==> config.mk <==
export PLATFORM = sky130hd
export DESIGN_NAME = handshake_src_packer
export DESIGN_NICKNAME = d
export VERILOG_FILES = /design/src/rtl/handshake_src_packer_pkg.sv /design/src/rtl/sync_word_fifo.sv /design/src/rtl/handshake_src_packer.sv
export SDC_FILE = /design/constraint.sdc
export NUM_CORES = 1
export LEC_CHECK = 0
export BUFFER_PORTS_ARGS = -buffer_cell sky130_fd_sc_hd__buf_2
export CAP_MARGIN = 20
export CORE_MARGIN = 2
export CORE_UTILIZATION = 40
export DETAILED_ROUTE_END_ITERATION = 16
export SLEW_MARGIN = 0
export SYNTH_ARGS = -nofsm -noshare
export SYNTH_HDL_FRONTEND = slang
export SYNTH_SLANG_ARGS = --single-unit
==> constraint.sdc <==
create_clock -name clk -period 4.3 [get_ports clk]
set_input_delay 0.43 -clock clk [delete_from_list [all_inputs] [get_ports clk]]
set_output_delay 0.43 -clock clk [all_outputs]
set_load 0.005 [all_outputs]
==> src/rtl/handshake_src_packer_pkg.sv <==
// Shared types and helpers for the handshake source packer and its word FIFO.
package handshake_src_packer_pkg;

    typedef enum logic [1:0] {
        StIdle     = 2'd0,
        StWaitLow  = 2'd1,
        StWaitHigh = 2'd2
    } state_e;

    function automatic int unsigned bytes_per_word(input int unsigned width);
        return width / 8;
    endfunction

endpackage

==> src/rtl/sync_word_fifo.sv <==
// Single-clock word FIFO; same-cycle push and pop allowed, push into a full FIFO
// is only taken when a pop frees the slot on the same edge.
module sync_word_fifo #(
    parameter int unsigned WIDTH = 32,
    parameter int unsigned DEPTH = 4
) (
    input  logic                     clk,
    input  logic                     rst,
    input  logic                     i_push,
    input  logic [WIDTH-1:0]         i_data,
    input  logic                     i_pop,
    output logic [WIDTH-1:0]         o_head,
    output logic [$clog2(DEPTH):0]   o_cnt,
    output logic                     o_full,
    output logic                     o_empty
);

    localparam int unsigned PTR_W = $clog2(DEPTH);
    localparam int unsigned CNT_W = PTR_W + 1;

    logic [WIDTH-1:0] r_mem [DEPTH];
    logic [PTR_W-1:0] r_wptr;
    logic [PTR_W-1:0] r_rptr;
    logic [CNT_W-1:0] r_cnt;
    logic             w_do_push;
    logic             w_do_pop;

    assign o_empty   = (r_cnt == '0);
    assign o_full    = (r_cnt == CNT_W'(DEPTH));
    assign o_cnt     = r_cnt;
    assign o_head    = r_mem[r_rptr];
    assign w_do_pop  = i_pop && !o_empty;
    assign w_do_push = i_push && (!o_full || w_do_pop);

    always_ff @(posedge clk) begin
        if (w_do_push) begin
            r_mem[r_wptr] <= i_data;
        end
    end

    // Pointers wrap naturally because DEPTH is a power of two.
    always_ff @(posedge clk or posedge rst) begin
        if (rst) begin
            r_wptr <= '0;
            r_rptr <= '0;
            r_cnt  <= '0;
        end else begin
            if (w_do_push) begin
                r_wptr <= r_wptr + 1'b1;
            end
            if (w_do_pop) begin
                r_rptr <= r_rptr + 1'b1;
            end
            r_cnt <= r_cnt + CNT_W'(w_do_push) - CNT_W'(w_do_pop);
        end
    end

endmodule

==> src/rtl/handshake_src_packer.sv <==
// Source-domain front end: packs bytes little-endian into words, buffers them and
// issues one word per sready/sidle handshake, holding din for the whole transaction.
module handshake_src_packer
    import handshake_src_packer_pkg::*;
#(
    parameter int unsigned WIDTH = 32,
    parameter int unsigned DEPTH = 4,
    parameter int unsigned CNT_W = 16
) (
    input  logic                     clk,
    input  logic                     rst,
    input  logic                     in_valid,
    input  logic [7:0]               in_data,
    output logic                     in_ready,
    input  logic                     sidle,
    output logic                     sready,
    output logic [WIDTH-1:0]         din,
    output logic                     busy,
    output logic [$clog2(DEPTH):0]   fifo_cnt,
    output logic [CNT_W-1:0]         sent_cnt
);

    localparam int unsigned BPW    = bytes_per_word(WIDTH);
    localparam int unsigned IDX_W  = (BPW > 1) ? $clog2(BPW) : 1;
    localparam int unsigned FCNT_W = $clog2(DEPTH) + 1;
    localparam logic [IDX_W-1:0] LAST_IDX = IDX_W'(BPW - 1);

    state_e             r_state;
    state_e             w_state_nxt;
    logic [IDX_W-1:0]   r_idx;
    logic [WIDTH-1:0]   r_part;
    logic [WIDTH-1:0]   w_word;
    logic               r_sready;
    logic [WIDTH-1:0]   r_din;
    logic [CNT_W-1:0]   r_sent_cnt;
    logic               r_busy;
    logic               w_accept;
    logic               w_last;
    logic               w_push;
    logic               w_pop;
    logic               w_launch;
    logic [WIDTH-1:0]   w_head;
    logic [FCNT_W-1:0]  w_fifo_cnt;
    logic [FCNT_W-1:0]  w_cnt_nxt;
    logic               w_full;
    logic               w_empty;

    sync_word_fifo #(
        .WIDTH (WIDTH),
        .DEPTH (DEPTH)
    ) u_fifo (
        .clk     (clk),
        .rst     (rst),
        .i_push  (w_push),
        .i_data  (w_word),
        .i_pop   (w_pop),
        .o_head  (w_head),
        .o_cnt   (w_fifo_cnt),
        .o_full  (w_full),
        .o_empty (w_empty)
    );

    // Only the completing byte can stall; a same-edge pop frees the slot it needs.
    assign w_last   = (r_idx == LAST_IDX);
    assign in_ready = !(w_full && w_last) || w_pop;
    assign w_accept = in_valid && in_ready;
    assign w_push   = w_accept && w_last;

    always_comb begin
        w_word = r_part;
        w_word[8*r_idx +: 8] = in_data;
    end

    always_ff @(posedge clk or posedge rst) begin
        if (rst) begin
            r_idx  <= '0;
            r_part <= '0;
        end else if (w_accept) begin
            if (w_last) begin
                r_idx  <= '0;
                r_part <= '0;
            end else begin
                r_idx  <= r_idx + 1'b1;
                r_part <= w_word;
            end
        end
    end

    always_comb begin
        w_state_nxt = r_state;
        w_launch    = 1'b0;
        w_pop       = 1'b0;
        unique case (r_state)
            StIdle: begin
                if (!w_empty && sidle) begin
                    w_launch    = 1'b1;
                    w_state_nxt = StWaitLow;
                end
            end
            StWaitLow: begin
                if (!sidle) begin
                    w_state_nxt = StWaitHigh;
                end
            end
            StWaitHigh: begin
                if (sidle) begin
                    w_pop       = 1'b1;
                    w_state_nxt = StIdle;
                end
            end
            default: w_state_nxt = StIdle;
        endcase
    end

    assign w_cnt_nxt = w_fifo_cnt + FCNT_W'(w_push) - FCNT_W'(w_pop);

    // The head is popped only at completion, so din keeps the launched word.
    always_ff @(posedge clk or posedge rst) begin
        if (rst) begin
            r_state    <= StIdle;
            r_sready   <= 1'b0;
            r_din      <= '0;
            r_sent_cnt <= '0;
            r_busy     <= 1'b0;
        end else begin
            r_state  <= w_state_nxt;
            r_sready <= w_launch;
            if (w_launch) begin
                r_din <= w_head;
            end
            if (w_pop) begin
                r_sent_cnt <= r_sent_cnt + 1'b1;
            end
            r_busy <= (w_state_nxt != StIdle) || (w_cnt_nxt != '0);
        end
    end

    assign sready   = r_sready;
    assign din      = r_din;
    assign busy     = r_busy;
    assign fifo_cnt = w_fifo_cnt;
    assign sent_cnt = r_sent_cnt;

endmodule

==> qor.yml <==
placed_cells: 876
path_delay_family: "adder cells"
yosysSeqAreaShare_pct: 68.35
rrSetupSlack_ns: 1.84
final_cells: 921
numPortBuffers: 65
drive_above_1_share_pct: 29.64
path_buf_inv: 2
finalSetupViolCount: 0
maxCapViolCount: 0
initial_core_util_pct: 41.12
whs_ns: 0.07381
crit_path_start_kind: "register"
die_x_microns: 154.2
cts_buffer_depth: 3
syn_nets: 569
cts_tree: "yes"
ioPinCount: 66
syn_to_final_growth_pct: 15.81
antenna_found_initial: 0
ys_warn_count: 0
ant_nets: 0
required_ns: 4.68
end_kind: "register"
finalCritPeriodShare_pct: 57.25
dp_hpwl_microns: 11280
wl_microns: 17610
synth_edf_count: 128
fin_crit_ns: 2.462
cp-startpoint: "r_idx[0]$_DFFE_PP0N_"
grt_pass1_wl_microns: 28810
finalMaxSlewViolations: 0
clk_pin_slew_ns: 0.06
cts_root_buf: "clkbuf_16"
ff2ff_path_depth: 11
power_density_nw_per_um2: 666.5
status: "finished, final reports clean"
ys_seq_elements: 221
clock_sinks: 221
holdCritPathClass: "in2async"
path_common_cell: "ha_1"
r2r_start: "r_idx[0]$_DFFE_PP0N_"
place_congestion: 0.7360
crit_arrival_ns: 2.85
post_drt_wl_per_cell_microns: 19.12
cts_htree_levels: 1
power_w: 0.006970
fillerInstances: 1885
fin_tns_setup_ns: 0
post_cts_resized: 0
grt_max_degree: 59
slowest_stage: "dfrtp_1"
slowest_delay_ns: 0.47
worst-setup-path-type: "reg2reg"
ys_async_sr_fraction_pct: 42.08
num_vias: 4782
path_cells: "ha_1, nand2_1, a31oi_1, inv_1, ha_1, inv_1, ha_1, fa_1, xor2_1, nor2_1, nand2_1"
finClkSkew_ns: 0.008680
insertion_delay_ns: 0.50
initialDrtViolationCount: 271
synthCells: 541
setup_ws_ns: 1.838
final-hold-violation-count: 0
cts.repair_timing.setup_buffer_count: 0
ys_top_cells_by_area: "edfxtp_1 43%, dfrtp_1 26%, mux4_2 8.0%, mux2_4 4.8%, inv_1 2.0%"
drtPass1Iterations: 5
ys.flop_type: "edfxtp_1"
avgViaCountPerCell: 5.192
grt_overflow_total: 0
worst-path-max-fanout: 8
yosysTopAreaCellShare_pct: 42.57
nNetsFinal: 651
syn_avg_cell_area_sq_um: 16.69
hold_buffers: 0
cts_made_buffers: 24
num_rows: 54
p_leak_nw: 4.241
die_area_sq_um: 23790
synthesis.area_sq_um: 9029
timing.rr.end: "busy$_DFF_PP0_"
drc_errors: 0
n_antenna_cell: 0
die_y_microns: 154.2
core_area_sq_um: 21960
rsz0062_at_grt: "false"
peakVddDrop_mv: 0.3354
slew_headroom_pct: 39.33
ys_types: 40
grt_usage_pct: 15.35
fmax_mhz: 406.2
grt_pass1_vias: 5138
pre_cts_slack_ns: 1.820
tightest_slew_ns: 0.9101
synth_area_leader_cell: "edfxtp_1"
==> placed cells by master, fill, tap and decap left out, types with 8 or more instances in the layout <==
cell / Yosys / final
ha_1: 14 / 14
buf_4: 4 / 14
nand2_1: 41 / 41
mux2_4: 29 / 29
buf_2: 5 / 65
edfxtp_1: 128 / 128
inv_1: 48 / 47
a32o_1: 16 / 16
o21ai_0: 26 / 26
a2bb2oi_1: 8 / 8
mux4_2: 32 / 32
xnor2_1: 18 / 18
clkbuf_16: 0 / 25
dfrtp_1: 93 / 91
==> flip-flops by register name, indices dropped and copies added (netlist names) <==
name           count
u_fifo.r_mem     128
din               32
r_part            32
sent_cnt          16
u_fifo.o_cnt       3
r_idx              2
r_state            2
u_fifo.r_rptr      2
u_fifo.r_wptr      2
busy               1
sready             1
==> worst max-delay path by stage <==
stage / endpoint / slack, ns / cells past startpoint
after floorplan: busy$_DFF_PP0_ / 1.45 / 1
after global placement: busy$_DFF_PP0_ / 1.88 / 11
after detailed placement: busy$_DFF_PP0_ / 1.82 / 11
after CTS: busy$_DFF_PP0_ / 1.82 / 11
after global routing: busy$_DFF_PP0_ / 1.60 / 11
final: busy$_DFF_PP0_ / 1.84 / 11
==> layout make-up <==
class	count	area (sq um)	share of cell area [%]
Tap cell	280	350.3	3.350
Timing Repair Buffer	80	450.4	4.308
Clock buffer	33	675.6	6.462
Clock inverter	11	113.9	1.089
Sequential cell	221	6173	59.04
Multi-Input combinational cell	247	2506	23.97
Inverter	49	186.4	1.783
==> per-layer routing <==
layer  global-route usage (%)  wire [microns]  vias to the layer above
met5                        0               0                        -
met4                    3.204             239                        0
met3                    2.522             897                       23
met2                    26.41            8892                      131
met1                    20.78            7584                     2471
li1                         -               -                     2157
==> cell families (layout without fill, tap and decap cells) <==
group	count (synthesis)	count (layout)	synth area share (%)
xor+xnor	22	22	2.134
flops	221	221	68.35
buf+inv	73	173	3.894
simple gates	84	84	4.836
compound gates	60	60	5.100
fa+ha+maj	16	16	2.384
mux	65	65	13.30
==> synthesized netlist by cell type (2+ instances only) <==
cell / instances
xnor2_1: 18
clkbuf_1: 11
mux2_2: 4
and4_1: 4
nand3_1: 5
buf_12: 3
nor2_1: 6
mux4_2: 32
nand4_1: 4
a32o_1: 16
nor3_1: 2
mux2_4: 29
a22o_1: 7
xor2_1: 4
edfxtp_1: 128
inv_1: 48
dfrtp_1: 93
nor2b_1: 7
o21ai_0: 26
fa_1: 2
nand2_1: 41
a2bb2oi_1: 8
and2_1: 6
ha_1: 14
buf_2: 5
buf_4: 4
==> where the power goes <==
part | switching [W] | internal [W]
logic | 0.000852 | 0.000994
registers | 0.000348 | 0.00275
clock network | 0.000804 | 0.00122
total | 0.00200 | 0.00497
==> through the flow <==
stage / cell area, sq um / utilization, %
3_3_place_gp: 9647 / 43.93
3_5_place_dp: 9647 / 43.93
2_1_floorplan: 9029 / -
6_report: 10460 / 47.62
5_1_grt: 10460 / 47.62
4_1_cts: 10440 / 47.53
Note: power is estimated with default switching activity, not from simulation.
